`src/rtl/washing_machine_fill_controller_if.sv`:
```
// washing_machine_fill_controller_if: command, sensor and valve/status bundle of the fill controller
//   slave  (controller): start, target_level, sensor_level, drain_req, abort, clear_fault in;
//                        inlet_valve, drain_valve, fill_done, fault, state out
//   master (supervisor): the same signals with directions reversed
interface washing_machine_fill_controller_if;
  logic       start;
  logic [9:0] target_level;
  logic [9:0] sensor_level;
  logic       drain_req;
  logic       abort;
  logic       clear_fault;
  logic       inlet_valve;
  logic       drain_valve;
  logic       fill_done;
  logic       fault;
  logic [2:0] state;
  modport slave (
    input  start, target_level, sensor_level, drain_req, abort, clear_fault,
    output inlet_valve, drain_valve, fill_done, fault, state
  );
  modport master (
    output start, target_level, sensor_level, drain_req, abort, clear_fault,
    input  inlet_valve, drain_valve, fill_done, fault, state
  );
endinterface

```
`src/rtl/washing_machine_fill_controller.sv`:
```
// washing_machine_fill_controller: fills the tub to a target level, settles, holds done, drains
//   clk   : rising-edge clock
//   reset : asynchronous active-low reset
//   bus   : washing_machine_fill_controller_if.slave (commands, sensor, valves, status)
//   `define FILL_TIMEOUT_EN to include the fill timeout counter and the FILL->FAULT path
module washing_machine_fill_controller #(
  parameter logic [15:0] FILL_TIMEOUT_CYCLES = 16'd1000,
  parameter logic [7:0]  SETTLE_CYCLES       = 8'd8,
  parameter logic [9:0]  HYSTERESIS          = 10'd5
) (
  input logic clk,
  input logic reset,
  washing_machine_fill_controller_if.slave bus
);
  typedef enum logic [2:0] {
    IDLE   = 3'd0,
    FILL   = 3'd1,
    SETTLE = 3'd2,
    DONE   = 3'd3,
    DRAIN  = 3'd4,
    FAULT  = 3'd5
  } state_t;
  state_t     state_q, state_d;
  logic [9:0] target_q;
  logic [7:0] settle_q;
  logic       timeout;
  logic       reached;
  logic       drop;
  logic       settled;
`ifdef FILL_TIMEOUT_EN
  logic [15:0] timeout_q;
  assign timeout = timeout_q == FILL_TIMEOUT_CYCLES - 16'd1;
`else
  localparam logic [15:0] unused_timeout_cycles = FILL_TIMEOUT_CYCLES;
  assign timeout = 1'b0;
`endif
  assign reached = bus.sensor_level >= target_q;
  // widened by one bit so sensor + hysteresis cannot wrap near full scale
  assign drop    = ({1'b0, bus.sensor_level} + {1'b0, HYSTERESIS}) < {1'b0, target_q};
  assign settled = settle_q == SETTLE_CYCLES - 8'd1;
  always_comb begin
    state_d = state_q;
    case (state_q)
      IDLE:    state_d = bus.start ? (bus.target_level == 10'd0 ? DONE : FILL) : IDLE;
      FILL:    state_d = bus.abort ? DRAIN : reached ? SETTLE : timeout ? FAULT : FILL;
      SETTLE:  state_d = bus.abort ? DRAIN : drop ? FILL : settled ? DONE : SETTLE;
      DONE:    state_d = (bus.abort || bus.drain_req) ? DRAIN : DONE;
      DRAIN:   state_d = bus.sensor_level == 10'd0 ? IDLE : DRAIN;
      FAULT:   state_d = bus.abort ? DRAIN : bus.clear_fault ? IDLE : FAULT;
      default: state_d = IDLE;
    endcase
  end
  always_ff @(posedge clk or negedge reset) begin
    if (!reset) begin
      state_q  <= IDLE;
      target_q <= '0;
      settle_q <= '0;
`ifdef FILL_TIMEOUT_EN
      timeout_q <= '0;
`endif
    end else begin
      state_q  <= state_d;
      // settle count restarts on every entry to SETTLE, including after a refill
      settle_q <= state_q == SETTLE ? settle_q + 8'd1 : '0;
      if (state_q == IDLE && bus.start) target_q <= bus.target_level;
`ifdef FILL_TIMEOUT_EN
      // runs across SETTLE->FILL refills; only a new start resets it
      if (state_q == IDLE && bus.start) timeout_q <= '0;
      else if (state_q == FILL) timeout_q <= timeout_q + 16'd1;
`endif
    end
  end
  assign bus.inlet_valve = state_q == FILL;
  assign bus.drain_valve = state_q == DRAIN;
  assign bus.fill_done   = state_q == DONE;
`ifdef FILL_TIMEOUT_EN
  assign bus.fault       = state_q == FAULT;
`else
  assign bus.fault       = 1'b0;
`endif
  assign bus.state       = state_q;
endmodule

```
`src/flat_wrapper.sv`:
```
// flat-port wrapper written by rule: the top's interface ports become plain ports
module washing_machine_fill_controller_flat 
#(
  parameter logic [15:0] FILL_TIMEOUT_CYCLES = 16'd1000,
  parameter logic [7:0]  SETTLE_CYCLES       = 8'd8,
  parameter logic [9:0]  HYSTERESIS          = 10'd5
)
  (clk, reset, bus_start, bus_target_level, bus_sensor_level, bus_drain_req, bus_abort, bus_clear_fault, bus_inlet_valve, bus_drain_valve, bus_fill_done, bus_fault, bus_state);
  washing_machine_fill_controller_if bus_i ();
  input logic clk;
  input logic reset;
  input wire logic [$bits(bus_i.start)-1:0] bus_start;
  input wire logic [$bits(bus_i.target_level)-1:0] bus_target_level;
  input wire logic [$bits(bus_i.sensor_level)-1:0] bus_sensor_level;
  input wire logic [$bits(bus_i.drain_req)-1:0] bus_drain_req;
  input wire logic [$bits(bus_i.abort)-1:0] bus_abort;
  input wire logic [$bits(bus_i.clear_fault)-1:0] bus_clear_fault;
  output wire logic [$bits(bus_i.inlet_valve)-1:0] bus_inlet_valve;
  output wire logic [$bits(bus_i.drain_valve)-1:0] bus_drain_valve;
  output wire logic [$bits(bus_i.fill_done)-1:0] bus_fill_done;
  output wire logic [$bits(bus_i.fault)-1:0] bus_fault;
  output wire logic [$bits(bus_i.state)-1:0] bus_state;
  assign bus_i.start = bus_start;
  assign bus_i.target_level = bus_target_level;
  assign bus_i.sensor_level = bus_sensor_level;
  assign bus_i.drain_req = bus_drain_req;
  assign bus_i.abort = bus_abort;
  assign bus_i.clear_fault = bus_clear_fault;
  assign bus_inlet_valve = bus_i.inlet_valve;
  assign bus_drain_valve = bus_i.drain_valve;
  assign bus_fill_done = bus_i.fill_done;
  assign bus_fault = bus_i.fault;
  assign bus_state = bus_i.state;
  washing_machine_fill_controller #(.FILL_TIMEOUT_CYCLES(FILL_TIMEOUT_CYCLES), .SETTLE_CYCLES(SETTLE_CYCLES), .HYSTERESIS(HYSTERESIS)) u_core (.clk(clk), .reset(reset), .bus(bus_i));
endmodule
```
`config.mk`:
```
export PLATFORM = sky130hd
export DESIGN_NAME = washing_machine_fill_controller_flat
export DESIGN_NICKNAME = d
export VERILOG_FILES = /design/src/rtl/washing_machine_fill_controller_if.sv /design/src/rtl/washing_machine_fill_controller.sv /design/src/flat_wrapper.sv
export SDC_FILE = /design/constraint.sdc
export NUM_CORES = 1
export LEC_CHECK = 0
export CAP_MARGIN = 20
export CELL_PAD_IN_SITES_DETAIL_PLACEMENT = 1
export CELL_PAD_IN_SITES_GLOBAL_PLACEMENT = 1
export CORE_ASPECT_RATIO = 0.9
export CORE_UTILIZATION = 50
export DETAILED_ROUTE_END_ITERATION = 7
export DONT_BUFFER_PORTS = 1
export HOLD_SLACK_MARGIN = 0.1
export PLACE_DENSITY_LB_ADDON = 0.1
export SLEW_MARGIN = 20
export SYNTH_ARGS = -nofsm -noshare
export SYNTH_HDL_FRONTEND = slang
export SYNTH_SLANG_ARGS = --single-unit
```
`constraint.sdc`:
```
create_clock -name clk -period 4.75 [get_ports clk]
set_input_delay 0.475 -clock clk [delete_from_list [all_inputs] [get_ports clk]]
set_output_delay 0.475 -clock clk [all_outputs]
set_load 0.005 [all_outputs]
```
# Yosys cells after proc, flatten, opt, wreduce, memory -nomap -nowiden
# Index checks and enable logic that the tools add are counted.
# Widths: inputs -> output; s select.
# word_totals
regBits	21
in_bits	26
out_inout_bits	7
wordCells	31
# op_classes
n_addsub	2
order_cmp	2
n_eq_ne	6
mux	13
n_reduce_logical	5
# ops
cell	n
$mux 3	8
$logic_not 10->1	2
$pmux 3 s6	1
$add 10x3->11 const B	1
$lt 11x10->1	1
$ge 10x10->1	1
$add 8x1->8 const B	1
$eq 8x3->1 const B	1
$mux 8	1
$eq 3x2->1 const B	2
$eq 3x3->1 const B	2
$mux 2	2
$eq 3x1->1 const B	1
$logic_not 3->1	1
$logic_and 1x1->1	1
$logic_or 1x1->1	1
$mux 1	1

# Longest topological paths before layout
# depth
word_depth	5
mapped_depth	10
ltp_nobuf	10

# Worst setup path after synthesis
# OpenSTA, ideal clock, no wires.
# synth_timing
path_type	in2reg
from	input port bus_sensor_level[0]
to	register u_core.state_q[1], in the netlist u_core.bus.state[1]
setup_ps	126
t_arrival_ps	2310
required_ps	4624
slack_ps	2314
cell_stages	10
n_path_buf	0
cell_sequence	ha_1 -> o2111ai_1 -> nor2_1 -> xor2_1 -> ha_1 -> a21o_1 -> a21oi_1 -> o31a_1 -> o21ai_0 -> a221o_1
# synth_between
elab_chain_len	5
elab_cells_between_ends	8
cone_classes	1 x add/sub; 2 x order compare; 5 x mux
# synth_lines
element	line_no	text
start: declaration	flat_wrapper.sv:14	input wire logic [$bits(bus_i.sensor_level)-1:0] bus_sensor_level;
$add 10x3->11	washing_machine_fill_controller.sv:39	assign drop = ({1'b0, bus.sensor_level} + {1'b0, HYSTERESIS}) < {1'b0, target_q};
$lt 11x10->1	washing_machine_fill_controller.sv:39	
$mux 3 (2 in series)	washing_machine_fill_controller.sv:46	SETTLE: state_d = bus.abort ? DRAIN : drop ? FILL : settled ? DONE : SETTLE;
$pmux 3 s6 (*)	washing_machine_fill_controller.sv:43	case (state_q)
net u_core.state_d[1]	washing_machine_fill_controller.sv:23	state_t state_q, state_d;
end signal: assignment	washing_machine_fill_controller.sv:62	state_q <= state_d;
end: declaration	washing_machine_fill_controller.sv:23	
# Mark *: on every way through the listed nets, which the timed path passes. The rest lies on a longest branch.
# A chain may end at the register's enable or synchronous reset.

# Final worst setup path
# Same ends and word-level chain as after synthesis.

==> reports/metrics.csv <==
stage,metric,value,unit
timing,max_freq,428.5,MHz
worst_setup_path,worstReg2RegStart,u_core.target_q[0],
timing,hold_viol_final,0,
global_route,antenna_found_initial,0,
power,peakVddDrop,206.1,uV
synth,ys_ff_latch,21,
floorplanning,pin_count,33,
cells_and_area,n_antenna_cell,0,
power,p_leak,0.0007367,uW
worst_setup_path,critical_path_buf_inv_count,0,
worst_setup_path,crit_chain,ha_1 > o2111ai_1 > nor2_1 > xor2_1 > ha_1 > a21o_1 > a21oi_1 > o31a_1 > o21ai_0 > a221o_1,
drt,viasPerCell,5.869,
synth,ys_warn_count,0,
clock_tree,postCtsHoldBufs,1,
timing,setup_viol,0,
drt,vias,1303,
cells_and_area,multi_input_area,1003,sq um
job,maxCapViolCount,0,
drt,final_antenna_net_count,0,
floorplanning,die-width,61.75,microns
synth,syn-cell-area,1607,sq um
synth,synthArstFlopShare,100.0,%
drt,totalWireLength,3712,microns
cells_and_area,final_nets,230,
worst_setup_path,startpoint,bus_sensor_level[0],
clock_tree,htreeDepth,1,
timing,setup-tns-final,0,ps
global_route,overflow,0,
clock_tree,cts.sinks,21,
cells_and_area,final-seq-area,525.5,sq um
clock_tree,clockBufferDepth,2,
worst_setup_path,path_depth,10,
run_status,outcome,finished clean,
cells_and_area,syn2layout_area_growth,3.972,%
timing,post-route-period-util,49.13,%
worst_setup_path,cp-end-kind,register,
drt,drt-wirelength-per-cell,16.72,microns
worst_setup_path,cp-start-kind,input pin,
synth,yosysSeqAreaShare,32.71,%
worst_setup_path,slowest_stage,a221o_1,
timing,rsz0062_at_grt,no,
timing,holdWs,88.70,ps
worst_setup_path,critPathRequiredTime,4970,ps
worst_setup_path,critical_path_arrival,2550,ps
synth,ys_types,45,
worst_setup_path,critPathKind,in2reg,
drt,drt-initial-drc-count,116,
worst_setup_path,r2r_cells,6,
synth,synth_nets,228,
clock_tree,clock_latency,320,ps
global_route,grt_pass1_vias,1338,
floorplanning,std_cell_rows,19,
drt,drc_errors,0,
synth,syn_avg_cell_area,8.975,sq um
clock_tree,cts_setup_buffers,0,
timing,finalCriticalPeriod,2334,ps
worst_setup_path,cp_top_family,compound AO/OA/AOI/OAI gates,
synth,synth_cells,179,
global_route,grt_pass1_wl,6106,microns
drt,drt_pass1_iterations,4,
floorplanning,dieArea,3444,sq um
timing,fin_skew,7.796,ps
clock_tree,cts_tree,done,
cells_and_area,drive_gt1_share,6.667,%
placed_design,placed_cell_area,1638,sq um
placed_design,portBuffers,0,
floorplanning,start_util,52.39,%
floorplanning,core-area,3067,sq um
worst_setup_path,crit_path_max_fanout,4,
worst_setup_path,cp_common_cell,ha_1,
placed_design,dp_hpwl,3003,microns
global_route,grt_usage,23.65,%
placed_design,gp_congestion,0.7685,
min_path,min_path_type,in2async,
floorplanning,die_h,55.78,microns
clock_tree,cts.reportedPaths.clkPinSlew,130,ps
timing,maxSlewViolCount,0,
global_route,grt_max_degree,22,
power,cellPowerDensity,416.2,nW/um^2
worst_setup_path,slowest_delay,380,ps
cells_and_area,fin_area,1670,sq um
synth,ys.flop_type,dfrtp_1,
clock_tree,ctsResizeCount,0,
cells_and_area,fill_cells,374,
synth,synth_enable_flop_cells,0,
clock_tree,cts_buffers,3,
clock_tree,clockRootBuffer,clkbuf_4,
layer usage:
metal	GRT usage [%]	up-vias	routed length [microns]
li1	-	634	-
met1	35.17	638	1779
met2	37.02	31	1731
met3	4.884	0	201
met4	1.270	0	0
met5	0	-	0
report_power, final:
part           total, uW  switching [uW]  internal [uW]
clock network       91.9            60.4           31.5
logic                336             188            148
registers            268            38.2            230
total                695             287            409
flip-flops by register name (all words and copies together) (netlist names):
signal and cells:
u_core.bus.state 3, u_core.settle_q 8, u_core.target_q 10
final timing paths:
path                       slack (ps)             endpoint
hold reg to reg                   520   u_core.settle_q[0]
hold / removal                     90   u_core.settle_q[2]
setup reg to reg                 2650  u_core.bus.state[1]
max in group asynchronous        4320   u_core.settle_q[1]
setup / recovery                 2420  u_core.bus.state[1]
min in group clk                  270   u_core.target_q[4]
stage by stage:
| stage | instances | setup WS [ps] | power [uW] | util, % |
|---|---|---|---|---|
| global route | 222 | 2295 | 766.6 | 54.47 |
| finish | 222 | 2416 | 695.3 | 54.47 |
| detailed placement | 217 | 2064 | 607.3 | 53.41 |
| CTS | 222 | 2415 | 702.3 | 54.63 |
| floorplan | 179 | 2314 | 516.6 | - |
| global placement | 217 | 2166 | 579.8 | 53.41 |
logic make-up after synthesis:
family,Yosys count,share of synthesized area [%]
AND/OR/NAND/NOR,66,21.50
buffers and inverters,18,5.217
AO/OA/AOI/OAI,35,14.02
multiplexers,2,1.324
adder cells (fa/ha/maj),23,17.91
XOR/XNOR,13,7.087
flip-flops,21,32.71
other,1,0.2334
worst reg2reg max path: stages (launching register included):
cell,delay [ps]
dfrtp_1,430
ha_1,290
or3b_1,350
o2111ai_1,110
a31oi_1,130
o32a_1,360
a221o_1,340
layout by cell type, fill, tap and decap left out, drive strengths merged, types with 4 or more instances in the layout:
cell type / Yosys / routed
ha: 23 / 23
dfrtp: 21 / 21
nand2: 17 / 17
nor2: 17 / 17
o21ai: 14 / 14
inv: 13 / 13
xnor2: 8 / 8
a21oi: 6 / 6
nand3: 6 / 6
xor2: 5 / 5
nor4: 4 / 4
layout make-up:
type / count / area share (%)
repair buffers: 2 / 0.7491
clock buffers: 3 / 1.348
well taps: 42 / 3.146
inverters: 13 / 2.921
flip-flops and latches: 21 / 31.46
multi-input cells: 140 / 60.07
clock inverters: 1 / 0.2996
cell usage after synthesis (2+ instances only):
cell type   n  area share [%]
a211oi_1    2            0.93
a21oi_1     6             1.9
a221o_1     2             1.2
buf_4       2            0.93
dfrtp_1    21              33
ha_1       23              18
inv_1      13             3.0
nand2_1    17             4.0
nand3_1     6             1.9
nand4_1     2            0.78
nor2_1     17             4.0
nor2b_1     2            0.78
nor3_1      3            0.93
nor3b_1     3             1.4
nor4_1      3             1.2
o2111ai_1   2             1.1
o21a_1      2            0.93
o21ai_0    14             4.4
or3b_1      2             1.1
xnor2_1     8             4.4
xor2_1      5             2.7
Power figures use the tool's default switching activity.
